--- src/rtl/des_io_pkg.sv ---
// rtl/des_io_pkg.sv - shared states, command bits and byte-lane helper for the DES pad sequencer
package des_io_pkg;

    typedef logic [2:0] state_t;

    localparam state_t ST_IDLE = 3'd0;
    localparam state_t ST_KEY  = 3'd1;
    localparam state_t ST_DATA = 3'd2;
    localparam state_t ST_RUN  = 3'd3;
    localparam state_t ST_EMIT = 3'd4;

    localparam int CMD_DECRYPT     = 0;
    localparam int CMD_REUSE_KEY   = 1;
    localparam int BYTES_PER_BLOCK = 8;

    localparam logic [2:0] LAST_BYTE = 3'(BYTES_PER_BLOCK - 1);

    // Bit offset of byte lane n inside a 64-bit block (lane 0 = bits 7:0).
    function automatic logic [5:0] byte_lsb(input logic [2:0] n);
        return {n, 3'b000};
    endfunction

endpackage

--- src/rtl/des_io_sync2.sv ---
// rtl/des_io_sync2.sv - two-flop synchronizer for a single asynchronous level
module des_io_sync2 (
    input  logic clk,
    input  logic rst,
    input  logic d,
    output logic q
);

    logic meta_q;
    logic sync_q;

    always_ff @(posedge clk or posedge rst) begin
        if (rst) begin
            meta_q <= 1'b0;
            sync_q <= 1'b0;
        end else begin
            meta_q <= d;
            sync_q <= meta_q;
        end
    end

    assign q = sync_q;

endmodule

--- src/rtl/des_io_sequencer.sv ---
// rtl/des_io_sequencer.sv - pad byte handshake that loads key/data, runs the DES core and emits the result
module des_io_sequencer
    import des_io_pkg::*;
#(
    parameter int HOLD_CYCLES = 16
) (
    input  logic        wb_clk_i,
    input  logic        wb_rst_i,
    input  logic        io_req_i,
    input  logic [7:0]  io_data_i,
    output logic        io_ack_o,
    output logic [7:0]  io_out_o,
    output logic        out_valid_o,
    output logic        busy_o,
    output logic [63:0] des_key_o,
    output logic [63:0] des_data_o,
    output logic        des_decrypt_o,
    output logic        des_start_o,
    input  logic        des_done_i,
    input  logic [63:0] des_result_i
);

    localparam logic [7:0] HOLD_LAST = 8'(HOLD_CYCLES - 1);

    logic        req_s;
    state_t      state_q, state_d;
    logic [2:0]  cnt_q, cnt_d;
    logic [7:0]  hold_q, hold_d;
    logic        key_valid_q, key_valid_d;
    logic        ack_q, ack_d;
    logic [7:0]  out_q, out_d;
    logic        out_valid_q, out_valid_d;
    logic        busy_q, busy_d;
    logic        start_q, start_d;
    logic        decrypt_q, decrypt_d;
    logic [63:0] key_q, key_d;
    logic [63:0] data_q, data_d;
    logic [63:0] res_q, res_d;
    logic        accepting;
    logic        take;

    des_io_sync2 u_req_sync (
        .clk (wb_clk_i),
        .rst (wb_rst_i),
        .d   (io_req_i),
        .q   (req_s)
    );

    always_comb begin
        state_d     = state_q;
        cnt_d       = cnt_q;
        hold_d      = hold_q;
        key_valid_d = key_valid_q;
        ack_d       = ack_q;
        out_d       = out_q;
        out_valid_d = out_valid_q;
        start_d     = 1'b0;
        decrypt_d   = decrypt_q;
        key_d       = key_q;
        data_d      = data_q;
        res_d       = res_q;

        accepting = (state_q == ST_IDLE) || (state_q == ST_KEY) || (state_q == ST_DATA);
        take      = accepting && req_s && !ack_q;

        // The last data byte's ack may still be up in RUN; it only ever falls there.
        if (!req_s) begin
            ack_d = 1'b0;
        end else if (take) begin
            ack_d = 1'b1;
        end

        case (state_q)
            ST_IDLE: begin
                if (take) begin
                    decrypt_d = io_data_i[CMD_DECRYPT];
                    cnt_d     = 3'd0;
                    state_d   = (io_data_i[CMD_REUSE_KEY] && key_valid_q) ? ST_DATA : ST_KEY;
                end
            end
            ST_KEY: begin
                if (take) begin
                    key_d[byte_lsb(~cnt_q) +: 8] = io_data_i;
                    cnt_d = cnt_q + 3'd1;
                    if (cnt_q == LAST_BYTE) begin
                        key_valid_d = 1'b1;
                        state_d     = ST_DATA;
                    end
                end
            end
            ST_DATA: begin
                if (take) begin
                    data_d[byte_lsb(~cnt_q) +: 8] = io_data_i;
                    cnt_d = cnt_q + 3'd1;
                    if (cnt_q == LAST_BYTE) begin
                        start_d = 1'b1;
                        state_d = ST_RUN;
                    end
                end
            end
            ST_RUN: begin
                if (des_done_i) begin
                    res_d       = des_result_i;
                    out_d       = des_result_i[7:0];
                    out_valid_d = 1'b1;
                    hold_d      = 8'd0;
                    cnt_d       = 3'd0;
                    state_d     = ST_EMIT;
                end
            end
            ST_EMIT: begin
                if (hold_q == HOLD_LAST) begin
                    hold_d = 8'd0;
                    if (cnt_q == LAST_BYTE) begin
                        out_valid_d = 1'b0;
                        state_d     = ST_IDLE;
                    end else begin
                        cnt_d = cnt_q + 3'd1;
                        out_d = res_q[byte_lsb(cnt_q + 3'd1) +: 8];
                    end
                end else begin
                    hold_d = hold_q + 8'd1;
                end
            end
            default: state_d = ST_IDLE;
        endcase

        busy_d = (state_d != ST_IDLE);
    end

    always_ff @(posedge wb_clk_i or posedge wb_rst_i) begin
        if (wb_rst_i) begin
            state_q     <= ST_IDLE;
            cnt_q       <= 3'd0;
            hold_q      <= 8'd0;
            key_valid_q <= 1'b0;
            ack_q       <= 1'b0;
            out_q       <= 8'h00;
            out_valid_q <= 1'b0;
            busy_q      <= 1'b0;
            start_q     <= 1'b0;
            decrypt_q   <= 1'b0;
            key_q       <= 64'd0;
            data_q      <= 64'd0;
            res_q       <= 64'd0;
        end else begin
            state_q     <= state_d;
            cnt_q       <= cnt_d;
            hold_q      <= hold_d;
            key_valid_q <= key_valid_d;
            ack_q       <= ack_d;
            out_q       <= out_d;
            out_valid_q <= out_valid_d;
            busy_q      <= busy_d;
            start_q     <= start_d;
            decrypt_q   <= decrypt_d;
            key_q       <= key_d;
            data_q      <= data_d;
            res_q       <= res_d;
        end
    end

    assign io_ack_o      = ack_q;
    assign io_out_o      = out_q;
    assign out_valid_o   = out_valid_q;
    assign busy_o        = busy_q;
    assign des_key_o     = key_q;
    assign des_data_o    = data_q;
    assign des_decrypt_o = decrypt_q;
    assign des_start_o   = start_q;

endmodule

--- config.mk ---
export PLATFORM = sky130hd
export DESIGN_NAME = des_io_sequencer
export DESIGN_NICKNAME = d
export VERILOG_FILES = /design/src/rtl/des_io_pkg.sv /design/src/rtl/des_io_sync2.sv /design/src/rtl/des_io_sequencer.sv
export SDC_FILE = /design/constraint.sdc
export NUM_CORES = 1
export LEC_CHECK = 0
export ABC_AREA = 1
export CORE_MARGIN = 4
export CORE_UTILIZATION = 40
export CTS_CLUSTER_DIAMETER = 200
export DETAILED_ROUTE_END_ITERATION = 6
export GPL_TIMING_DRIVEN = 0
export PLACE_DENSITY = 0.66
export SYNTH_ARGS = -nofsm -noshare
export SYNTH_HDL_FRONTEND = slang
export SYNTH_SLANG_ARGS = --single-unit
--- constraint.sdc ---
create_clock -name wb_clk_i -period 27.4 [get_ports wb_clk_i]
set_input_delay 8.22 -clock wb_clk_i [delete_from_list [all_inputs] [get_ports wb_clk_i]]
set_output_delay 8.22 -clock wb_clk_i [all_outputs]
set_load 0.01 [all_outputs]
==> impl_metrics.ini <==
[timing]
timing_hold_violations_final = 0
rsz0062_at_grt = no
slew_headroom = 0.461
fin_skew_ns = 0.00989
period_minus_slack_ns = 9.67
finalCritPeriodShare = 0.353
setup_tns_ns = 0
timing.fmax_mhz = 103
setup_violations = 0
drv_slew = 0
tightestPinTransition_ns = 0.803

[pwr]
leakage_uw = 0.00619
p_int_uw = 777
power_frac_clock = 0.242
combPwrFrac = 0.355
switchingPower_uw = 417
p_seq_frac = 0.402
p_per_area_nw_per_um2 = 93.0
switching_share = 0.349
power.ir.vdd_worst_uv = 36.9
power_uw = 1190

[place]
portBuffers = 216
dp.final_hpwl_mm = 20.4
gp_congestion = 0.862

[route]
drtIter0Drc = 644
drc = 0
ant_nets = 0
vias = 8133
finalWirelength_mm = 27.6
wl_per_cell_um = 16.6
first_pass_iters = 5
drt-vias-per-instance = 4.89

[logic_synthesis]
synth_xor_area_frac = 0.00459
synthDistinctLibCells = 29
synth_seq_area_share = 0.582
syn-instance-count = 1093
yosys_warnings = 0
ys_seq_elements = 222
yosys-mux-area-fraction = 0
netlist_area_um2 = 9540
syn_avg_cell_area_um2 = 8.73
synthSimpleGateAreaFrac = 0.213
synth_compound_area_frac = 0.117
syn_nets = 1175
yosys.area_share.adder = 0.00787
synth_top_family_by_area = simple AND/OR/NAND/NOR gates

[clock_network]
cts_root_buf = clkbuf_16
cts_tree = yes
max-clock-path-buffers = 3
hold_buffers = 0
cts_buffers = 23
cts-htree-levels = 1
cts_resized = 0
clk_latency_ns = 0.50
clock_sink_count = 222
cts_setup_buffers = 0
path_clk_slew_ns = 0.06

[critical_path]
start_kind = flip-flop
path_max_fanout = 3
criticalPathCategory = flip-flop to output port
cp-end-kind = output port
path_cells = clkdlybuf4s50_1
max_stage_delay_ns = 0.59
reg2reg_depth = 8
r2r_start = cnt_q[0]$_DFFE_PP0P_
cp_slowest_cell = clkdlybuf4s50_1
r2r_slack_ns = 24.24
cp_data_required_time_ns = 19.18
worstPathArrival_ns = 1.45
crit_start = io_ack_o$_DFFE_PP0P_
cp_num_buf_inv = 1
timing.rr.end = des_key_o[26]$_DFFE_PP0P_
critPathTopFamily = buffers and inverters

[hold_path]
hp-class = flip-flop to flip-flop
min_from = u_req_sync.meta_q$_DFF_PP0_
hold_depth = 0
min_to = u_req_sync.q$_DFF_PP0_

[grt]
grt_max_degree = 132
grt_use_met2 = 0.342
top_usage_layer = met2
grt_pass1_wl_mm = 44.7
antenna_found_initial = 0
overflow = 0
grt_pass1_vias = 8203
use_met3 = 0.0291
use_met1 = 0.304
grtUsageTotal = 0.211

[floorplanning]
design.core.area_um2 = 23500
die_h_um = 162
row_count = 56
io_pins = 217
die_w_um = 162
start_util = 0.407
die-area_um2 = 26400

[layout]
layout_common_cells = nand2_1, dfrtp_1, clkdlybuf4s50_1
drive_above_1_share = 0.0655
multi_input_comb_area_um2 = 3260
area_growth_pct = 34.5
fill_cells = 2185
seqCellArea_um2 = 5560
n_antenna_cell = 0
final_common_cell = nand2_1
final_nets = 1418

[run]
cap_violations = 0

[run_status]
status = finished clean
[Yosys cell counts]
cell type | n | share of area
xnor2_1 | 1 | 0.00092
inv_1 | 108 | 0.042
o22ai_1 | 2 | 0.0013
buf_2 | 23 | 0.012
clkbuf_1 | 12 | 0.0047
nor2_1 | 46 | 0.018
nor3_1 | 9 | 0.0047
ha_1 | 6 | 0.0079
a21oi_1 | 14 | 0.0073
buf_4 | 6 | 0.0047
xor2_1 | 4 | 0.0037
nand3_1 | 63 | 0.033
buf_6 | 8 | 0.0094
nand2_2 | 1 | 0.00066
nor2_8 | 1 | 0.0021
nand4_1 | 8 | 0.0052
nor3_2 | 2 | 0.0021
o21ai_0 | 197 | 0.10
nor4_4 | 2 | 0.0045
a31oi_1 | 1 | 0.00066
nand2_4 | 8 | 0.0094
inv_2 | 4 | 0.0016
nand2_1 | 335 | 0.13
nor2_4 | 1 | 0.0012
o211ai_1 | 1 | 0.00079
clkinv_1 | 1 | 0.00039
dfrtp_1 | 222 | 0.58
inv_4 | 1 | 0.00066
o21ai_1 | 6 | 0.0031
[power groups by stage]
stage          clock network [uW]  logic, uW  registers [uW]
5_1_grt                       309        480             492
3_3_place_gp                    0        418             484
3_5_place_dp                    0        426             486
4_1_cts                       296        429             481
6_report                      289        424             481
2_1_floorplan                   0        218             494
[routing by layer]
metal / part of all wire / vias up
met1: 0.45 / 3861
met3: 0.065 / 42
li1: - / 3986
met2: 0.46 / 244
met5: 0 / -
met4: 0.022 / 0
[through the flow]
step | area [um^2] | hold slack, ns | utilization | cells | setup WS, ns
floorplan | 9540 | 0.331 | - | 1093 | 13.10
global placement | 12100 | 0.371 | 0.516 | 1628 | 10.22
detailed placement | 12200 | 0.363 | 0.518 | 1630 | 17.55
CTS | 12800 | 0.377 | 0.547 | 1663 | 17.70
global route | 12800 | 0.389 | 0.547 | 1663 | 17.69
finish | 12800 | 0.380 | 0.547 | 1663 | 17.73
[kinds of logic (layout without fill, tap and decap cells)]
| kind of cell | count (synthesis) | in the layout |
|---|---|---|
| AO/OA/AOI/OAI | 221 | 221 |
| buffers and inverters | 163 | 414 |
| XOR/XNOR | 5 | 5 |
| AND/OR/NAND/NOR | 476 | 476 |
| flip-flops | 222 | 222 |
| adder cells (fa/ha/maj) | 6 | 6 |
[registers in the layout, indices dropped and copies added (netlist names), 3 cells and up]
register    count
des_data_o     64
des_key_o      64
res_q          64
hold_q          8
io_out_o        8
cnt_q           3
state_q         3
[layout make-up]
class | count | share of cell area
Buffer | 49 | 0.0230
Clock buffer | 31 | 0.0495
Clock inverter | 2 | 0.00273
Inverter | 114 | 0.0341
Multi-Input combinational cell | 708 | 0.254
Sequential cell | 222 | 0.433
Tap cell | 319 | 0.0311
Timing Repair Buffer | 218 | 0.173
[how the worst max path moves through the flow]
stage | to | slack (ns) | cells after the start
2_1_floorplan | busy_o$_DFF_PP0_ | 13.10 | 1
3_3_place_gp | des_data_o[48]$_DFFE_PP0P_ | 10.22 | 2
3_5_place_dp | res_q[2]$_DFFE_PP0P_ | 17.55 | 6
4_1_cts | io_out_o[5] | 17.70 | 1
5_1_grt | io_ack_o | 17.69 | 1
6_report | io_ack_o | 17.73 | 1
Power figures use the tool's default switching activity.
